[src/rtl/vga_pkg.sv]
// Shared video/game constants and projectile slot types.
package vga_pkg;

    // Slot count used by the weapon subsystem's projectile pool
    localparam int PROJECTILE_COUNT = 4;

    // Visible screen extents in pixels
    localparam int SCREEN_W_DEFAULT = 1024;
    localparam int SCREEN_H_DEFAULT = 768;

    // Signed 13-bit quantity: per-frame step component or a position
    // difference of two 12-bit screen coordinates
    typedef logic signed [12:0] step_t;

    // One projectile slot: occupancy, position and latched step vector
    typedef struct packed {
        logic        active;
        logic [11:0] x;
        logic [11:0] y;
        step_t       step_x;
        step_t       step_y;
    } proj_slot_t;

endpackage

[src/rtl/proj_aim_quant.sv]
// Quantises an aim vector (dx, dy) to one of eight SPEED-scaled step vectors.
module proj_aim_quant
    import vga_pkg::*;
#(
    parameter int SPEED = 6
) (
    input  step_t dx,
    input  step_t dy,
    output step_t step_x,
    output step_t step_y
);

    localparam step_t SPD = step_t'(SPEED);

    logic [12:0] adx;
    logic [12:0] ady;

    // Signed component to -SPEED / 0 / +SPEED
    function automatic step_t sgn_step(input step_t v);
        if (v < 0) begin
            return -SPD;
        end else if (v == 0) begin
            return '0;
        end
        return SPD;
    endfunction

    // Pick axis-aligned or diagonal step from the magnitude ratio
    always_comb begin
        adx    = dx[12] ? (~dx + 13'd1) : dx;
        ady    = dy[12] ? (~dy + 13'd1) : dy;
        step_x = '0;
        step_y = '0;
        if (dx == 0 && dy == 0) begin
            // Aiming at the bow itself: shoot right rather than not at all
            step_x = SPD;
        end else if ({1'b0, adx} >= {ady, 1'b0}) begin
            step_x = sgn_step(dx);
        end else if ({1'b0, ady} >= {adx, 1'b0}) begin
            step_y = sgn_step(dy);
        end else begin
            step_x = sgn_step(dx);
            step_y = sgn_step(dy);
        end
    end

endmodule

[src/rtl/projectile_pool.sv]
// Projectile slot pool: fire acceptance with cooldown, per-frame motion,
// screen-bounds kill and target hit counting.
module projectile_pool
    import vga_pkg::*;
#(
    parameter int PROJ_COUNT      = PROJECTILE_COUNT,
    parameter int SPEED           = 6,
    parameter int COOLDOWN_FRAMES = 15,
    parameter int SCREEN_W        = SCREEN_W_DEFAULT,
    parameter int SCREEN_H        = SCREEN_H_DEFAULT,
    parameter int HIT_HALF_W      = 32,
    parameter int HIT_HALF_H      = 32
) (
    input  logic                            clk,
    input  logic                            rst,
    input  logic                            frame_tick,
    input  logic                            enable,
    input  logic                            fire,
    input  logic [11:0]                     spawn_x,
    input  logic [11:0]                     spawn_y,
    input  logic [11:0]                     aim_x,
    input  logic [11:0]                     aim_y,
    input  logic                            target_alive,
    input  logic [11:0]                     target_x,
    input  logic [11:0]                     target_y,
    output logic [12*PROJ_COUNT-1:0]        proj_x,
    output logic [12*PROJ_COUNT-1:0]        proj_y,
    output logic [PROJ_COUNT-1:0]           proj_active,
    output logic                            fire_ack,
    output logic                            hit,
    output logic [$clog2(PROJ_COUNT+1)-1:0] hit_num
);

    localparam int HNW  = $clog2(PROJ_COUNT + 1);
    localparam int CDW  = $clog2(COOLDOWN_FRAMES + 2);
    localparam int IDXW = (PROJ_COUNT > 1) ? $clog2(PROJ_COUNT) : 1;

    proj_slot_t             slots [PROJ_COUNT];
    logic                   fire_q;
    logic [CDW-1:0]         cooldown;

    step_t                  dx;
    step_t                  dy;
    step_t                  new_step_x;
    step_t                  new_step_y;

    logic                   free_found;
    logic [IDXW-1:0]        free_idx;
    logic                   accept;

    step_t                  nx [PROJ_COUNT];
    step_t                  ny [PROJ_COUNT];
    logic [PROJ_COUNT-1:0]  strike;
    logic [PROJ_COUNT-1:0]  out_of_bounds;
    logic [HNW-1:0]         hit_count;

    assign dx = {1'b0, aim_x} - {1'b0, spawn_x};
    assign dy = {1'b0, aim_y} - {1'b0, spawn_y};

    proj_aim_quant #(.SPEED(SPEED)) u_aim_quant (
        .dx     (dx),
        .dy     (dy),
        .step_x (new_step_x),
        .step_y (new_step_y)
    );

    // Lowest-index inactive slot; a slot being killed this cycle still counts as busy
    always_comb begin
        free_found = 1'b0;
        free_idx   = '0;
        for (int i = PROJ_COUNT - 1; i >= 0; i--) begin
            if (!slots[i].active) begin
                free_found = 1'b1;
                free_idx   = IDXW'(i);
            end
        end
    end

    assign accept = fire & ~fire_q & enable & (cooldown == '0) & free_found;

    // Candidate next positions, bounds kill, target strikes and strike count
    always_comb begin
        logic signed [13:0] tdx;
        logic signed [13:0] tdy;
        hit_count = '0;
        for (int i = 0; i < PROJ_COUNT; i++) begin
            nx[i] = {1'b0, slots[i].x} + slots[i].step_x;
            ny[i] = {1'b0, slots[i].y} + slots[i].step_y;
            tdx   = 14'(nx[i]) - 14'({2'b00, target_x});
            tdy   = 14'(ny[i]) - 14'({2'b00, target_y});
            if (tdx < 0) tdx = -tdx;
            if (tdy < 0) tdy = -tdy;
            out_of_bounds[i] = (nx[i] < 0) || (nx[i] >= SCREEN_W) ||
                               (ny[i] < 0) || (ny[i] >= SCREEN_H);
            strike[i] = slots[i].active && target_alive &&
                        (tdx < HIT_HALF_W) && (tdy < HIT_HALF_H);
            if (strike[i]) hit_count = hit_count + HNW'(1);
        end
    end

    // Slot array, cooldown, fire edge register and registered pulses
    // NOTE: async reset in the sensitivity list, and only non-blocking
    // assignments here so every slot sees the pre-edge state of the others.
    always_ff @(posedge clk or posedge rst) begin
        if (rst) begin
            fire_q   <= 1'b0;
            cooldown <= '0;
            fire_ack <= 1'b0;
            hit      <= 1'b0;
            hit_num  <= '0;
            // NOTE: the slot array is a handful of flops, not RAM, so it is
            // reset like any other state.
            for (int i = 0; i < PROJ_COUNT; i++) slots[i] <= '0;
        end else begin
            fire_q <= fire;
            if (!enable) begin
                cooldown <= '0;
                fire_ack <= 1'b0;
                hit      <= 1'b0;
                hit_num  <= '0;
                for (int i = 0; i < PROJ_COUNT; i++) slots[i] <= '0;
            end else begin
                fire_ack <= accept;
                hit      <= frame_tick && (hit_count != '0);
                hit_num  <= frame_tick ? hit_count : '0;

                if (accept) begin
                    cooldown <= CDW'(COOLDOWN_FRAMES);
                end else if (frame_tick && cooldown != '0) begin
                    cooldown <= cooldown - 1'b1;
                end

                for (int i = 0; i < PROJ_COUNT; i++) begin
                    if (accept && free_idx == IDXW'(i)) begin
                        slots[i] <= '{active: 1'b1, x: spawn_x, y: spawn_y,
                                      step_x: new_step_x, step_y: new_step_y};
                    end else if (frame_tick && slots[i].active) begin
                        if (strike[i] || out_of_bounds[i]) begin
                            slots[i].active <= 1'b0;
                        end else begin
                            slots[i].x <= nx[i][11:0];
                            slots[i].y <= ny[i][11:0];
                        end
                    end
                end
            end
        end
    end

    // Flatten slot state onto the draw-stage buses
    always_comb begin
        proj_x      = '0;
        proj_y      = '0;
        proj_active = '0;
        for (int i = 0; i < PROJ_COUNT; i++) begin
            proj_x[12*i +: 12] = slots[i].x;
            proj_y[12*i +: 12] = slots[i].y;
            proj_active[i]     = slots[i].active;
        end
    end

endmodule
[config.mk]
export PLATFORM = sky130hd
export DESIGN_NAME = projectile_pool
export DESIGN_NICKNAME = d
export VERILOG_FILES = /design/src/rtl/vga_pkg.sv /design/src/rtl/proj_aim_quant.sv /design/src/rtl/projectile_pool.sv
export SDC_FILE = /design/constraint.sdc
export NUM_CORES = 1
export LEC_CHECK = 0
export CAP_MARGIN = 20
export CORE_UTILIZATION = 49
export CTS_CLUSTER_DIAMETER = 30
export CTS_CLUSTER_SIZE = 12
export DETAILED_ROUTE_END_ITERATION = 10
export PLACE_DENSITY = 0.74
export SKIP_LAST_GASP = 1
export SYNTH_ARGS = -nofsm -noshare
export SYNTH_HDL_FRONTEND = slang
export SYNTH_SLANG_ARGS = --single-unit
[constraint.sdc]
create_clock -name clk -period 8.24 [get_ports clk]
set_input_delay 2.06 -clock clk [delete_from_list [all_inputs] [get_ports clk]]
set_output_delay 2.06 -clock clk [all_outputs]
set_load 0.01 [all_outputs]
Word level (Yosys, flattened, before mapping)
Cells that the tools add are included.

Output and inout bits: 105. Input port bits: 78. Logic and storage cells: 252. Latch bits: 0. Bits in registers: 215. Memory bits (read-only): 0. Memory bits (writable): 0. Memories kept: 0.

Reduce and logical (&&, ||, !) cells: 53. Add/subtract/negate cells: 32. Shifts and indexed selects: 0. Bitwise logic cells: 7. Eq/ne operators: 20. Mux-type cells: 79. Divide/modulo/power cells: 0. Multiply operators: 0. $lt $le $gt $ge: 36.

Operator list (number): 13-bit 2-to-1 mux (16); 204-bit 2-to-1 mux (1); 25-bit 2-to-1 mux (8); 13-bit by 1-bit less-than comparator with 1-bit output, second input constant (10); 14-bit by 1-bit less-than comparator with 1-bit output, second input constant (8); 14-bit by 7-bit less-than comparator with 1-bit output, second input constant (8); 14-bit 2-to-1 mux (8); 14-bit negation (8); 13-bit by 13-bit subtractor with 14-bit output (8); 12-bit by 13-bit adder with 13-bit output (8); 26-bit 2-to-1 mux (4); 24-bit 2-to-1 mux (4); 32-bit zero test (2); 13-bit by 11-bit >= comparator with 1-bit output, second input constant (4); 13-bit by 12-bit >= comparator with 1-bit output, second input constant (4); 13-bit by 14-bit >= comparator with 1-bit output (2); 3-bit by 1-bit != test with 1-bit output, second input constant (9); 13-bit by 1-bit adder with 13-bit output, second input constant (2); 1-bit 2-to-1 mux (26); 13-bit NOT (2); 12-bit by 12-bit subtractor with 13-bit output (2); 1-bit logical AND (23); 1-bit logical OR (16); 2-bit AND reduction (8); other kinds (15) (36).

Logic depth before layout (Yosys ltp)
Depth in word-level cells: 17. Depth in mapped cells: 27.

Cells and area by module
A second synthesis with hierarchy kept.

Cell total of the unflattened synthesis: 2851. Area, all modules: 22978.3 µm².

Modules (own cells, without submodules): projectile_pool (area an instance 21673.3 µm², times used 1, seq. area each 5380.2 µm², cells an instance 2674); proj_aim_quant (area an instance 1305.0 µm², times used 1, seq. area each 0.0 µm², cells an instance 177).

Least setup slack after synthesis
OpenSTA, ideal clock, no wires.

Kind: input-to-reg. Start: input aim_x[0]. End: register slots[113] (netlist bit). Slack: 1.739 ns. Arrival: 6.418 ns. Stages on the path: 27. Path through: inv_1 > ha_1 > inv_1 > fa_1 > a21o_1 > a21oi_1 > o21bai_1 > a21oi_1 > o21ai_0 > a221o_1 > nand3_1 > and2_1 > clkbuf_1 > nor2_1 > a21oi_1 > ha_1 > a21bo_2 > a21o_1 > a21o_1 > a21o_1 > a21oi_1 > o21ai_0 > a21oi_1 > o211a_1 > nor2_1 > or3_1 > o21ai_0.

Cells in the longest elaborated chain, start to end: 10. Elaborated cells between the ends (all ways): 13. Those cells by class: add/sub (2); order compare (2); mux (6); bitwise (1); reduce/logical (2).

Ends and longest elaborated chain: from (decl) (RTL line projectile_pool.sv:21) `input logic [11:0] aim_x,`; 12-bit by 12-bit subtractor with 13-bit output (*) (RTL line projectile_pool.sv:57) `assign dx = {1'b0, aim_x} - {1'b0, spawn_x};`; 13-bit NOT (RTL line proj_aim_quant.sv:30) `adx = dx[12] ? (~dx + 13'd1) : dx;`; 13-bit by 1-bit adder with 13-bit output (RTL line proj_aim_quant.sv:30); 13-bit 2-to-1 mux (RTL line proj_aim_quant.sv:30); 13-bit by 14-bit >= comparator with 1-bit output (RTL line proj_aim_quant.sv:39) `end else if ({1'b0, ady} >= {adx, 1'b0}) begin`; 13-bit 2-to-1 mux (RTL line proj_aim_quant.sv:39); 13-bit 2-to-1 mux (RTL line proj_aim_quant.sv:37) `end else if ({1'b0, adx} >= {ady, 1'b0}) begin`; 13-bit 2-to-1 mux (*) (RTL line proj_aim_quant.sv:34) `if (dx == 0 && dy == 0) begin`; 26-bit 2-to-1 mux (*) (RTL line projectile_pool.sv:134) `if (accept && free_idx == IDXW'(i)) begin`; 204-bit 2-to-1 mux (*) (RTL line projectile_pool.sv:116) `if (!enable) begin`; to (signal, indexed assignment) (RTL line projectile_pool.sv:135) `slots[i] <= '{active: 1'b1, x: spawn_x, y: spawn_y,`; to (decl) (RTL line projectile_pool.sv:38) `proj_slot_t slots [PROJ_COUNT];`.

Every way passes the cells marked *; elsewhere a longest branch is shown, timed or not. The select of a mux whose other input is x is not followed. A chain may end at the register's enable or synchronous reset.

Final worst setup path
Start: input spawn_y[0]. End: register slots[14] (netlist bit).

Cells in the longest elaborated chain, start to end: 10. Elaborated cells between the ends (all ways): 13. Those cells by class: add/sub (2); order compare (2); mux (6); bitwise (1); reduce/logical (2).

Ends and longest elaborated chain: from (decl) (RTL line projectile_pool.sv:20) `input logic [11:0] spawn_y,`; 12-bit by 12-bit subtractor with 13-bit output (*) (RTL line projectile_pool.sv:58) `assign dy = {1'b0, aim_y} - {1'b0, spawn_y};`; 13-bit NOT (RTL line proj_aim_quant.sv:31) `ady = dy[12] ? (~dy + 13'd1) : dy;`; 13-bit by 1-bit adder with 13-bit output (RTL line proj_aim_quant.sv:31); 13-bit 2-to-1 mux (RTL line proj_aim_quant.sv:31); 13-bit by 14-bit >= comparator with 1-bit output (RTL line proj_aim_quant.sv:39); 13-bit 2-to-1 mux (RTL line proj_aim_quant.sv:39); 13-bit 2-to-1 mux (RTL line proj_aim_quant.sv:37); 13-bit 2-to-1 mux (*) (RTL line proj_aim_quant.sv:34); 26-bit 2-to-1 mux (*) (RTL line projectile_pool.sv:134); 204-bit 2-to-1 mux (*) (RTL line projectile_pool.sv:116).

Marked as above.

==> impl_results.md <==
* Design Area, Final at 0.0217 mm2
* Synth Flop Type: dfrtp_1
* First-pass GRT wire length at 104,000 um
* Tcrit/Tclk final at 89.4%
* Final Hold Vio Count at 0
* Total die area at 0.0406 mm2
* Die W at 201 um
* Clock transition at path regs at 0.06 ns
* Worst Skew at 0.00717 ns
* Avg WL per Cell at 22.7 um
* Sequential area share after synthesis at 17.3%
* Post-synthesis cell type count at 97
* Critical Path RT at 8.60 ns
* CTS sink count at 135
* EDFF count, synth at 0
* Clock insertion delay at the later pin of the skew report at 0.45 ns
* Nets@finish at 2,835
* Synth Cell Area at 0.0195 mm2
* Max Fclk at 136 MHz
* # setup viols final at 0
* WS Path Type: input pin to register
* R2R depth at 23
* H-tree depth at 4
* Largest net degree at the start of global routing at 84
* Synth async-reset ratio at 100%
* CTS tree: built
* Tmin final at 7.37 ns
* I/O Pins at 183
* Synth-to-Final Area Change at 11.7%
* HPWL Detailed at 52,900 um
* Placed inst area at 0.0212 mm2
* Vias in the first global route at 18,500
* Mapped Cells at 2,441
* Share of the synthesized area in the top cell type at 17.3%
* Antenna violations before repair at 2
* WHS Path Cells at 1
* RSZ-0062 raised after global routing: no
* Vias at 19,600
* Mean Syn Cell Area at 7.98 um2
* Synth area leader: dfrtp_1
* VDD IR max at 0.000157 V
* ANT nets after route at 0
* Port Buffer Count at 182
* Setup crit end kind: register
* Initial Util at 50.1%
* GRT met1 Usage at 43.5%
* Syn Nets at 2,775
* Non-filler cells, final at 3,032
* Remaining global-route overflow at 0
* Pleak at 9.90 nW
* Iteration-0 DRC Markers at 1,853
* Ranking of synthesized cells by area: dfrtp_1, ha_1, xnor2_1, o21ai_0, a21oi_1
* GR Util met3 at 6.14%
* Via/cell ratio at 6.47
* Layout cells sized above 1 at 5.13%
* Grt met2 use at 51.1%
* Final core utilization at 55.9%
* Hold Path Class: register to register
* Crit path arrival time at 7.73 ns
* Residual DRC count at 0
* Max FO, Critical Path at 5
* Post-CTS Setup Bufs at 0
* Placement row count at 72
* Number of buffers inserted by hold repair at cts at 0
* DRT Pass-1 Iters at 6
* Worst slew margin at 40.1%
* Startpoint types: input pin
* Die Ht at 201 um
* Yosys Warn Count at 0
* Total GRT Usage at 33.1%
* Clock Tree Root: clkbuf_16
* Clock Tree Buf Depth at 2
* Setup TNS at 0 ns
* Fillers at 3,621
* Pwr Density at 143 mW/mm2
* Max Slew Vio Count at 0
* Busiest metal layer after global routing: met2
* Synth Register Bits at 135
* Total power at 3.11 mW
* Status: finished clean
* PostCTS Resize Cnt at 0
* Worst-Margin Slew at 0.897 ns
* GPL Wtd Cong at 0.979
* Placed Cells at 3,000
* CTS Buf Count at 17
* Total of max-cap violations at 0
* Overall routed net length at 68,800 um
* Core Area at 0.0389 mm2
through the flow:
stage	setup WS [ns]	hold WS (ns)
after detailed placement	0.507	0.528
after CTS	0.937	0.538
after global placement	0.574	0.512
after floorplan	1.74	0.454
after global routing	0.517	0.575
final	0.874	0.543
area by class of cell:
cell class                 count  area, um2  area share (%)
inverter                     184        696            3.20
timing repair buffer         212       2040            9.39
clock inverter                11        149           0.685
multi-input combinational   1951      14400            66.2
tap                          518        648            2.98
sequential                   135       3380            15.5
antenna                        1       2.50          0.0115
clock buffer                  20        447            2.05
Yosys cell counts (28+ instances only):
cell type / instances
ha_1: 238
inv_1: 183
o21ai_0: 171
nand2_1: 160
a21oi_1: 157
dfrtp_1: 135
nor2_1: 115
xnor2_1: 110
buf_4: 101
nand3_1: 81
nor3_1: 73
a21o_1: 64
clkbuf_1: 60
xor2_1: 41
o22ai_1: 36
o21a_1: 34
mux2i_1: 33
o211ai_1: 33
nand2b_1: 31
o221ai_1: 31
a211oi_1: 29
nor2b_1: 29
o21bai_1: 28
cells by family after synthesis:
| group | share of synthesized area (%) |
|---|---|
| AOI/OAI and AO/OA | 28.2 |
| xor gates and xnor gates | 6.90 |
| adders and majority gates | 17.1 |
| buffers and inverters | 8.90 |
| DFF | 17.3 |
| muxes | 3.14 |
| and+or+nand+nor | 18.4 |
metal layers:
metal / up-vias / share of wire, %
met2: 851 / 44
met1: 9440 / 42
met5: - / 0.019
met4: 2 / 5.9
met3: 156 / 8.5
li1: 9175 / -
sequential cells by signal, summed over array words and instances (netlist names):
signal and count:
proj_x 48, proj_y 48, slots 24, cooldown 5, proj_active 4, hit_num 3, fire_ack 1, fire_q 1
hit 1
critical path, cell delays in order:
cell	delay [ns]
clkdlybuf4s50_1	0.87
ha_1	0.28
inv_1	0.06
fa_1	0.40
a21o_1	0.18
a21oi_1	0.22
o21bai_1	0.12
a2111o_1	0.46
and3_1	0.22
o21ai_0	0.17
a21oi_1	0.19
mux2i_1	0.26
ha_1	0.27
a21bo_2	0.21
a21o_1	0.17
a21o_1	0.17
a21o_1	0.17
a21oi_1	0.12
o21ai_0	0.10
a21oi_1	0.20
o21bai_1	0.11
o211ai_1	0.14
o211ai_1	0.28
o21ai_0	0.26
cell usage in the layout (no fill, tap or decap), types with 31 or more instances in the layout:
master / instances
a21o_1: 64
a21oi_1: 157
clkdlybuf4s50_1: 181
dfrtp_1: 135
ha_1: 238
inv_1: 182
mux2i_1: 33
nand2_1: 160
nand2b_1: 31
nand3_1: 81
nor2_1: 114
nor3_1: 72
o211ai_1: 33
o21a_1: 34
o21ai_0: 171
o221ai_1: 31
o22ai_1: 36
xnor2_1: 110
xor2_1: 41
worst paths after layout:
check / startpoint / end / slack (ns)
setup / recovery: spawn_y[0] / slots[14] / 0.87
hold / removal: cooldown[4] / cooldown[4] / 0.54
setup reg to reg: proj_y[1] / hit / 1.28
hold reg to reg: cooldown[4] / cooldown[4] / 0.54
max in group asynchronous: rst / proj_y[12] / 4.74
min in group asynchronous: rst / proj_y[9] / 2.19
power breakdown:
part,total [mW],internal [mW],switching [mW]
clock network,0.833,0.484,0.349
registers,0.774,0.708,0.0661
logic,1.50,0.628,0.875
total,3.11,1.82,1.29
Note: power is estimated with default switching activity, not from simulation.
